`config.mk`:
```
export PLATFORM = sky130hd
export DESIGN_NAME = uart_rx_fifo
export DESIGN_NICKNAME = d
export VERILOG_FILES = /design/src/rtl/uart_rx_fifo.sv
export SDC_FILE = /design/constraint.sdc
export NUM_CORES = 1
export LEC_CHECK = 0
export CAP_MARGIN = 20
export CORE_MARGIN = 2
export CORE_UTILIZATION = 25
export CTS_CLUSTER_DIAMETER = 30
export DETAILED_ROUTE_END_ITERATION = 7
export PLACE_DENSITY_LB_ADDON = 0.2
export SLEW_MARGIN = 0
export SYNTH_ARGS = -nofsm -noshare
export SYNTH_HDL_FRONTEND = slang
export SYNTH_SLANG_ARGS = --single-unit
export TNS_END_PERCENT = 20
```
`constraint.sdc`:
```
create_clock -name clk -period 8.6 [get_ports clk]
set_input_delay 1.72 -clock clk [delete_from_list [all_inputs] [get_ports clk]]
set_output_delay 1.72 -clock clk [all_outputs]
set_load 0.01 [all_outputs]
```
`src/rtl/uart_rx_fifo.sv`:
```
// uart_rx_fifo: oversampling UART receiver with per-character status and a
// receive FIFO drained by the host.
//
// Host port handshake: rd_valid is high whenever the FIFO holds at least one
// entry and rd_data/rd_status then show the head entry; the head is consumed
// on every clock edge where rd_valid and rd_ready are both high, and it stays
// stable while rd_valid is high and rd_ready is low.
module uart_rx_fifo #(
    parameter int OVERSAMPLE   = 16,
    parameter int DIV_W        = 16,
    parameter int FIFO_DEPTH   = 8,
    parameter int TIMEOUT_BITS = 40
) (
    input  logic                          clk,
    input  logic                          rst_n,
    input  logic                          rx_en,
    input  logic                          rx,
    input  logic [1:0]                    parity,
    input  logic [2:0]                    data_bits,
    input  logic                          stop_bits,
    input  logic [DIV_W-1:0]              rx_divisor,
    input  logic                          rd_ready,
    input  logic                          ovr_clr,
    output logic                          rd_valid,
    output logic [8:0]                    rd_data,
    output logic [2:0]                    rd_status,
    output logic [$clog2(FIFO_DEPTH):0]   fifo_count,
    output logic                          overrun,
    output logic                          rx_busy,
    output logic                          rx_timeout
);

    localparam int IDX_W = $clog2(OVERSAMPLE);
    localparam int PTR_W = $clog2(FIFO_DEPTH);
    localparam int TO_W  = $clog2(TIMEOUT_BITS + 1);

    localparam logic [IDX_W-1:0] IDX_S0   = IDX_W'(OVERSAMPLE / 2 - 1);
    localparam logic [IDX_W-1:0] IDX_S1   = IDX_W'(OVERSAMPLE / 2);
    localparam logic [IDX_W-1:0] IDX_S2   = IDX_W'(OVERSAMPLE / 2 + 1);
    localparam logic [IDX_W-1:0] IDX_LAST = IDX_W'(OVERSAMPLE - 1);
    localparam logic [PTR_W:0]   DEPTH_C  = (PTR_W + 1)'(FIFO_DEPTH);
    localparam logic [TO_W-1:0]  TO_MAX   = TO_W'(TIMEOUT_BITS);

    typedef enum logic [2:0] {
        S_IDLE     = 3'd0,
        S_START    = 3'd1,
        S_DATA     = 3'd2,
        S_PARITY   = 3'd3,
        S_STOP     = 3'd4,
        S_BRK_WAIT = 3'd5
    } state_e;

    state_e state_q, state_d;

    // ---------------- line input path ----------------
    logic sync1_q, sync2_q, line_q;
    logic start_edge;

    // Two-flop synchroniser plus a delayed copy for falling-edge detection.
    always_ff @(posedge clk) begin
        if (!rst_n) begin
            sync1_q <= 1'b1;
            sync2_q <= 1'b1;
            line_q  <= 1'b1;
        end else begin
            sync1_q <= rx_en ? rx : 1'b1;
            sync2_q <= sync1_q;
            line_q  <= sync2_q;
        end
    end

    assign start_edge = (state_q == S_IDLE) && line_q && !sync2_q;

    // ---------------- configuration latch ----------------
    logic [3:0]       nbits_in;
    logic [DIV_W-1:0] div_in;
    logic             par_en_q, par_odd_q, stop2_q;
    logic [3:0]       nbits_q;
    logic [DIV_W-1:0] div_q;

    // Decode the data length code into a bit count.
    always_comb begin
        nbits_in = 4'd8;
        case (data_bits)
            3'd0:    nbits_in = 4'd5;
            3'd1:    nbits_in = 4'd6;
            3'd2:    nbits_in = 4'd7;
            3'd3:    nbits_in = 4'd8;
            3'd4:    nbits_in = 4'd9;
            default: nbits_in = 4'd8;
        endcase
    end

    assign div_in = (rx_divisor == '0) ? DIV_W'(1) : rx_divisor;

    // Freeze the frame format at the start edge so mid-frame changes are ignored.
    always_ff @(posedge clk) begin
        if (!rst_n) begin
            par_en_q  <= 1'b0;
            par_odd_q <= 1'b0;
            stop2_q   <= 1'b0;
            nbits_q   <= 4'd8;
            div_q     <= DIV_W'(1);
        end else if (start_edge) begin
            par_en_q  <= (parity == 2'b01) || (parity == 2'b10);
            par_odd_q <= (parity == 2'b01);
            stop2_q   <= stop_bits;
            nbits_q   <= nbits_in;
            div_q     <= div_in;
        end
    end

    // ---------------- tick generator ----------------
    logic [DIV_W-1:0] div_cnt_q, div_reload;
    logic [IDX_W-1:0] samp_idx_q;
    logic             tick, dec, bit_end;

    // While idle the generator keeps running on the live divisor so the
    // character timeout can count bit periods.
    assign div_reload = (state_q == S_IDLE) ? (div_in - DIV_W'(1)) : (div_q - DIV_W'(1));
    assign tick       = (div_cnt_q == '0);
    assign dec        = tick && (samp_idx_q == IDX_S2);
    assign bit_end    = tick && (samp_idx_q == IDX_LAST);

    // Divider and per-bit sample index; both realign on every start edge.
    always_ff @(posedge clk) begin
        if (!rst_n) begin
            div_cnt_q  <= '0;
            samp_idx_q <= '0;
        end else if (start_edge) begin
            div_cnt_q  <= div_in - DIV_W'(1);
            samp_idx_q <= '0;
        end else if (tick) begin
            div_cnt_q  <= div_reload;
            samp_idx_q <= (samp_idx_q == IDX_LAST) ? '0 : samp_idx_q + 1'b1;
        end else begin
            div_cnt_q  <= div_cnt_q - DIV_W'(1);
        end
    end

    // ---------------- majority voter ----------------
    logic s0_q, s1_q, maj;

    // Capture the two early mid-bit samples; the third is the live line.
    always_ff @(posedge clk) begin
        if (!rst_n) begin
            s0_q <= 1'b1;
            s1_q <= 1'b1;
        end else if (tick) begin
            if (samp_idx_q == IDX_S0) s0_q <= sync2_q;
            if (samp_idx_q == IDX_S1) s1_q <= sync2_q;
        end
    end

    assign maj = (s0_q & s1_q) | (s0_q & sync2_q) | (s1_q & sync2_q);

    // ---------------- frame FSM ----------------
    logic [8:0]  data_q;
    logic [3:0]  bit_cnt_q;
    logic        par_bit_q, perr_q, ferr_q, stop_cnt_q;
    logic        data_wr, bit_adv, par_wr, stop_adv, ferr_set;
    logic        push_d, push_q;
    logic [11:0] push_word_d, push_word_q;
    logic        is_break, par_expect;

    assign par_expect = par_odd_q ? ~(^data_q) : (^data_q);
    assign is_break   = (data_q == '0) && (!par_en_q || !par_bit_q) && !maj;

    // State register.
    always_ff @(posedge clk) begin
        if (!rst_n) state_q <= S_IDLE;
        else        state_q <= state_d;
    end

    // Next-state and per-bit control strobes.
    always_comb begin
        state_d     = state_q;
        data_wr     = 1'b0;
        bit_adv     = 1'b0;
        par_wr      = 1'b0;
        stop_adv    = 1'b0;
        ferr_set    = 1'b0;
        push_d      = 1'b0;
        push_word_d = '0;
        unique case (state_q)
            S_IDLE: begin
                if (start_edge) state_d = S_START;
            end
            S_START: begin
                if (dec && maj)   state_d = S_IDLE;
                else if (bit_end) state_d = S_DATA;
            end
            S_DATA: begin
                if (dec) data_wr = 1'b1;
                if (bit_end) begin
                    bit_adv = 1'b1;
                    if (bit_cnt_q == nbits_q - 4'd1)
                        state_d = par_en_q ? S_PARITY : S_STOP;
                end
            end
            S_PARITY: begin
                if (dec)     par_wr  = 1'b1;
                if (bit_end) state_d = S_STOP;
            end
            S_STOP: begin
                // Completing at the decision point leaves time to catch a
                // start bit that follows the last stop bit immediately.
                if (dec) begin
                    if (!stop_cnt_q && is_break) begin
                        push_d      = 1'b1;
                        push_word_d = {1'b1, 1'b0, 1'b1, 9'd0};
                        state_d     = S_BRK_WAIT;
                    end else if (stop_cnt_q == stop2_q) begin
                        push_d      = 1'b1;
                        push_word_d = {1'b0, perr_q, ferr_q | ~maj, data_q};
                        state_d     = S_IDLE;
                    end else begin
                        ferr_set = !maj;
                    end
                end else if (bit_end) begin
                    stop_adv = 1'b1;
                end
            end
            S_BRK_WAIT: begin
                if (sync2_q) state_d = S_IDLE;
            end
            default: state_d = S_IDLE;
        endcase
    end

    // Frame datapath: data bits land directly at their final position.
    always_ff @(posedge clk) begin
        if (!rst_n) begin
            data_q      <= '0;
            bit_cnt_q   <= '0;
            par_bit_q   <= 1'b0;
            perr_q      <= 1'b0;
            ferr_q      <= 1'b0;
            stop_cnt_q  <= 1'b0;
            push_q      <= 1'b0;
            push_word_q <= '0;
        end else begin
            if (start_edge) begin
                data_q     <= '0;
                bit_cnt_q  <= '0;
                par_bit_q  <= 1'b0;
                perr_q     <= 1'b0;
                ferr_q     <= 1'b0;
                stop_cnt_q <= 1'b0;
            end else begin
                if (data_wr) begin
                    for (int i = 0; i < 9; i++)
                        if (bit_cnt_q == 4'(i)) data_q[i] <= maj;
                end
                if (bit_adv)  bit_cnt_q <= bit_cnt_q + 4'd1;
                if (par_wr) begin
                    par_bit_q <= maj;
                    perr_q    <= (maj != par_expect);
                end
                if (ferr_set) ferr_q     <= 1'b1;
                if (stop_adv) stop_cnt_q <= 1'b1;
            end
            push_q      <= push_d;
            push_word_q <= push_word_d;
        end
    end

    assign rx_busy = (state_q != S_IDLE);

    // ---------------- receive FIFO ----------------
    logic [11:0]    mem [FIFO_DEPTH];
    logic [PTR_W:0] wr_ptr_q, rd_ptr_q;
    logic           full, pop, push_ok;
    logic [11:0]    head;

    assign fifo_count = wr_ptr_q - rd_ptr_q;
    assign rd_valid   = (fifo_count != '0);
    assign full       = (fifo_count == DEPTH_C);
    assign pop        = rd_valid && rd_ready;
    assign push_ok    = push_q && (!full || pop);
    assign head       = mem[rd_ptr_q[PTR_W-1:0]];
    assign rd_data    = rd_valid ? head[8:0]  : 9'd0;
    assign rd_status  = rd_valid ? head[11:9] : 3'd0;

    // Storage array; contents are only visible through a valid head.
    always_ff @(posedge clk) begin
        if (push_ok) mem[wr_ptr_q[PTR_W-1:0]] <= push_word_q;
    end

    // Pointers; a push into a full FIFO only lands if a pop frees a slot.
    always_ff @(posedge clk) begin
        if (!rst_n) begin
            wr_ptr_q <= '0;
            rd_ptr_q <= '0;
        end else begin
            if (push_ok) wr_ptr_q <= wr_ptr_q + 1'b1;
            if (pop)     rd_ptr_q <= rd_ptr_q + 1'b1;
        end
    end

    // Sticky overrun; a dropped character wins over a simultaneous clear.
    always_ff @(posedge clk) begin
        if (!rst_n)                      overrun <= 1'b0;
        else if (push_q && full && !pop) overrun <= 1'b1;
        else if (ovr_clr)                overrun <= 1'b0;
    end

    // ---------------- character timeout ----------------
    logic [TO_W-1:0] to_cnt_q;
    logic            to_run, to_clr;

    assign to_run = (state_q == S_IDLE) && rd_valid;
    assign to_clr = start_edge || pop || !rd_valid;

    // Count idle bit periods with data waiting, saturating at the threshold.
    always_ff @(posedge clk) begin
        if (!rst_n || to_clr)
            to_cnt_q <= '0;
        else if (to_run && bit_end && (to_cnt_q != TO_MAX))
            to_cnt_q <= to_cnt_q + 1'b1;
    end

    assign rx_timeout = (to_cnt_q == TO_MAX);

endmodule

```
---- Word-level counts from Yosys, hierarchy flattened ----
Memories as Yosys holds them, arrays and structs flattened. A register that Yosys moved wholly into a read port is not among the register bits.
Index checks and enable logic that the tools add are counted.
storage, ports and cells
  register bits ........................... 96
  bits in writable memories ............... 96
  bits of input ports ..................... 28
  output and inout bits ................... 20
  word-level logic and storage cells ...... 191
  memories kept ........................... 1
memories
  name  depth  bits a word  read ports  clocked after Yosys merged registers in  write ports  line  RTL
  mem   8      12           1           1                                        1            271   logic [11:0] mem [FIFO_DEPTH];
cells by class
  add/subtract/negate cells ............... 10
  equal/unequal tests ..................... 36
  multiplexer cells ....................... 42
  bitwise operators ....................... 12
  reductions and logical operators ........ 56
operator list
  kind                                                 number
  2-to-1 mux 16 bit                                    4
  subtractor 16 x 1 -> 16 bit, second input constant   3
  2-to-1 mux 3 bit                                     14
  zero test 16 bit                                     2
  AND reduction 2 bit                                  12
  equality test 4 x 3 -> 1 bit, second input constant  5
  equality test 4 bit, second input constant           5
  2-to-1 mux 1 bit                                     18
  one-hot mux 3 bit (6 select lines)                   1
  adder 4 x 1 -> 4 bit, second input constant          4
  one-hot mux 4 bit (4 select lines)                   1
  logical AND 1 bit                                    15
  2-to-1 mux 12 bit                                    1
  != test 2 bit, second input constant                 6
  2-to-1 mux 11 bit                                    1
  equality test 3 x 2 -> 1 bit, second input constant  3
  equality test 3 bit, second input constant           3
  zero test 1 bit                                      9
  zero test 9 bit                                      1
  2-to-1 mux 9 bit                                     1
  parity 9 bit                                         1
  equality test 4 x 2 -> 1 bit, second input constant  2
  AND reduction 8 bit                                  1
  adder 6 x 1 -> 6 bit, second input constant          1
  other kinds (25)                                     42

---- Longest topological paths before layout ----
  word-level depth ........................ 9
  mapped depth ............................ 10

---- Worst setup path after synthesis ----
No wires, ideal clock.
  path kind ............................... reg2out
  from .................................... reg wr_ptr_q[0]
  to ...................................... out rd_data[0]
  arrival time ............................ 2.506 ns
  data required time ...................... 6.880 ns
  setup slack ............................. 4.374 ns
  stages on the path, launching flop included .. 11
  buffers on the path ..................... 3
  cells stage by stage .................... dfxtp_1 clkbuf_1 inv_1 ha_1 fa_1 xor2_1 nand3_1 a21oi_1 clkbuf_1 buf_1 nor2_1
between the ends
  cells in the longest elaborated chain, start to end .. 3
RTL lines
  item                    line  RTL
  start, declared         272   logic [PTR_W:0] wr_ptr_q, rd_ptr_q;
  start signal, assigned  296   if (push_ok) wr_ptr_q <= wr_ptr_q + 1'b1;
  subtractor 4 bit        276   assign fifo_count = wr_ptr_q - rd_ptr_q;
  nonzero test 4 bit      277   assign rd_valid = (fifo_count != '0);
  2-to-1 mux 9 bit        282   assign rd_data = rd_valid ? head[8:0] : 9'd0;
  end, declared           25    output logic [8:0] rd_data,
Every way passes these cells.

---- Worst setup path after layout ----
  from .................................... reg wr_ptr_q[0]
  to ...................................... out rd_data[4]
The elaborated chain is that of the path after synthesis.

==> reports/metrics.cfg <==
[clock_tree]
h-tree-depth=4
cts.sinks=195
cts_root_buf=clkbuf_16
clk_pin_slew_ns=0.08
post_cts_resize_count=0
postCtsSetupBuffers=0
cts_made_buffers=17
tritoncts=done
insertion_delay_ns=0.44
cts_hold_buf=0
cts.path.max_buffers=2

[logic_synthesis]
synthCells=818
synth_fa_ha_area_share_pct=3.51
ys_seq_elements=195
ys_seq_area_share_pct=53.8
netlist_area_mm2=0.00905
synth_commonest_cells=dfxtp_1 (99), edfxtp_1 (96), nand2_1 (79), nor2_1 (62), a21oi_1 (54)
synth-edff-count=96
synth.distinct_cells=61
synth_top_flop_cell=dfxtp_1
synthTopCellsByArea=edfxtp_1 (32%), dfxtp_1 (22%), mux4_2 (6.0%), nand2_1 (3.3%), ha_1 (3.2%)
synth-simple-area-share_pct=15.8
synth_xor_area_share_pct=5.03
syn-num-nets=870
ys_async_sr_fraction_pct=0
synth_mux_area_share_pct=8.97
synth-compound-area-share_pct=9.76
yosys.area.top_type=edfxtp_1
synth_top_family_by_area=simple AND/OR/NAND/NOR gates
ys.warnings.count=0
netlist.area_leader.share_pct=31.9
syn_avg_cell_area_um2=11.1
synth_most_common_cell=dfxtp_1

[critical_path]
max_stage_delay_ns=0.54
r2r-start=wr_ptr_q[0]$_SDFFE_PN0P_
path_cells=inv_1, ha_1, fa_1, xor2_1, nand3_1, a21oi_2, buf_4, nor2_1, clkdlybuf4s50_1
crit_arrival_ns=3.20
critPathTopFamily=buffers and inverters
cpMaxStageDelayCell=dfxtp_1
crit_fanout=25
crit_type=reg2out
end_kind=primary output
cp.required_ns=6.88
r2r_cells=8
startpoint_type=flop
crit_buf_inv=3
r2r_end=mem[7][6]$_DFFE_PP_
r2r_setup_slack_ns=5.06

[routing]
drcViolationCount=0
antenna_left=0
drt-initial-drc-count=308
drt_first_pass_iters=5
via_per_inst=4.58
vias=6136
wl_per_cell_um=16.3
routed_wirelength_um=21900

[floorplan]
start_util_pct=25.4
ios=48
die_h_um=194
dieArea_mm2=0.0377
placeableCoreArea_mm2=0.0356
rows=69
die_w_um=194

[timing]
clock_skew_ns=0.0117
setup_violations=0
hold_viol_final=0
maxSlewHeadroom_pct=39.0
fin_setup_tns_ns=0
drv_slew=0
fmaxAchievable_ghz=0.203
layout_min_cycle_time_ns=4.92
rsz0062_at_grt=false
fin_ws_ns=3.68
worst_pin_slew_ns=0.913
period_share_pct=57.2

[grt]
met3_usage_pct=2.26
grt-busiest-layer=met2
grt_pass1_wl_um=35100
grt_overflow=0
grt_max_degree=38
grt_usage_pct=11.9
grt_pass1_vias=6055
use_met1_pct=15.8
grt_util_met2_pct=19.8
antenna_found_initial=0

[min_path]
hold_depth=1
hp-class=reg2reg
holdPathEnd=sync2_q$_SDFF_PN1_
hold_path.startpoint=sync1_q$_SDFF_PN1_

[final_layout]
drive_gt1_share_pct=11.5
syn_to_final_growth_pct=19.0
nFillCells=3732
n_antenna_cell=0
final_core_util_pct=30.3
final_nets=919

[placed_design]
place_congestion=0.749
pre_cts_ws_ns=3.76
place.port_buffers=47
hpwl_um=15000

[outcome]
status=completed

[power]
p_leak_nw=3.70
irDropWorstVdd_v=0.000156
power.density_mw_per_mm2=246

[flow_run]
drv_cap=0

cells by family (layout without fill, tap and decap cells):
family / Yosys count / after routing
buffers and inverters: 76 / 138
multiplexers: 51 / 51
AND/OR/NAND/NOR: 275 / 275
AO/OA/AOI/OAI: 144 / 144
XOR/XNOR: 52 / 52
adder cells (fa/ha/maj): 25 / 25
flip-flops: 195 / 195
worst max-delay path by stage:
stage,startpoint,endpoint,slack (ns),cells after the start
after floorplan,wr_ptr_q[0]$_SDFFE_PN0P_,rd_data[0],4.37,10
after global placement,rx_divisor[10],div_cnt_q[14]$_SDFF_PN0_,3.85,11
after detailed placement,rx_divisor[10],div_cnt_q[10]$_SDFF_PN0_,3.76,11
after CTS,wr_ptr_q[0]$_SDFFE_PN0P_,rd_data[4],3.60,9
after global routing,wr_ptr_q[0]$_SDFFE_PN0P_,rd_data[4],3.42,9
final,wr_ptr_q[0]$_SDFFE_PN0P_,rd_data[4],3.68,9
sequential cells by signal (all words and copies together) (netlist names), 3 cells and up, named ones only:
signal / count
rd_ptr_q: 4
state_q: 3
mem: 96
wr_ptr_q: 4
div_q: 16
data_q: 9
nbits_q: 4
samp_idx_q: 4
to_cnt_q: 6
push_word_q: 12
div_cnt_q: 16
bit_cnt_q: 4
metrics by stage:
step,hold WS (ns),cells,power (mW),cell area [µm²]
3_5_place_dp,0.419,1308,1.87,10100
3_3_place_gp,0.406,1308,1.87,10100
5_1_grt,0.466,1341,2.81,10800
6_report,0.424,1341,2.65,10800
2_1_floorplan,0.386,818,1.60,9050
4_1_cts,0.433,1340,2.69,10700
cells in the final DEF (no fill, tap or decap), types with 4 or more instances in the layout:
cell,count
nor4_2,6
clkdlybuf4s50_1,47
edfxtp_1,96
nor2b_1,4
and2_1,15
xnor2_1,31
nor3_1,17
nand2_1,79
nand3b_1,13
ha_1,23
inv_1,39
clkbuf_16,19
nand3_1,16
a211oi_1,5
buf_4,16
nand4_1,6
o31a_1,4
a31oi_1,11
mux4_2,24
nand2b_1,6
nor4_1,12
o21ai_0,34
nor3b_1,5
xor2_1,21
a21oi_1,53
nor2_1,62
nor3_2,4
o311ai_0,4
or3_1,12
o31ai_1,5
mux2i_1,26
dfxtp_1,98
or4_1,6
final cells by class:
cell class	instances	area, µm²	share of cell area (%)
Timing Repair Buffer	64	618	5.74
Clock buffer	19	475	4.41
Tap cell	461	577	5.35
Sequential cell	195	4870	45.2
Multi-Input combinational cell	547	3940	36.6
Inverter	42	158	1.46
Clock inverter	13	135	1.25
metal layers:
metal  up-vias  part of all wire, %
li1       3082                    -
met1      2975                   48
met2        65                   49
met3        14                  2.4
met4         0                  1.0
met5         -                    0
power breakdown:
| group | switching (mW) | total (mW) | internal [mW] |
|---|---|---|---|
| clock network | 0.389 | 0.810 | 0.421 |
| logic | 0.419 | 0.728 | 0.309 |
| registers | 0.0961 | 1.11 | 1.01 |
(Power assumes the default switching activity.)
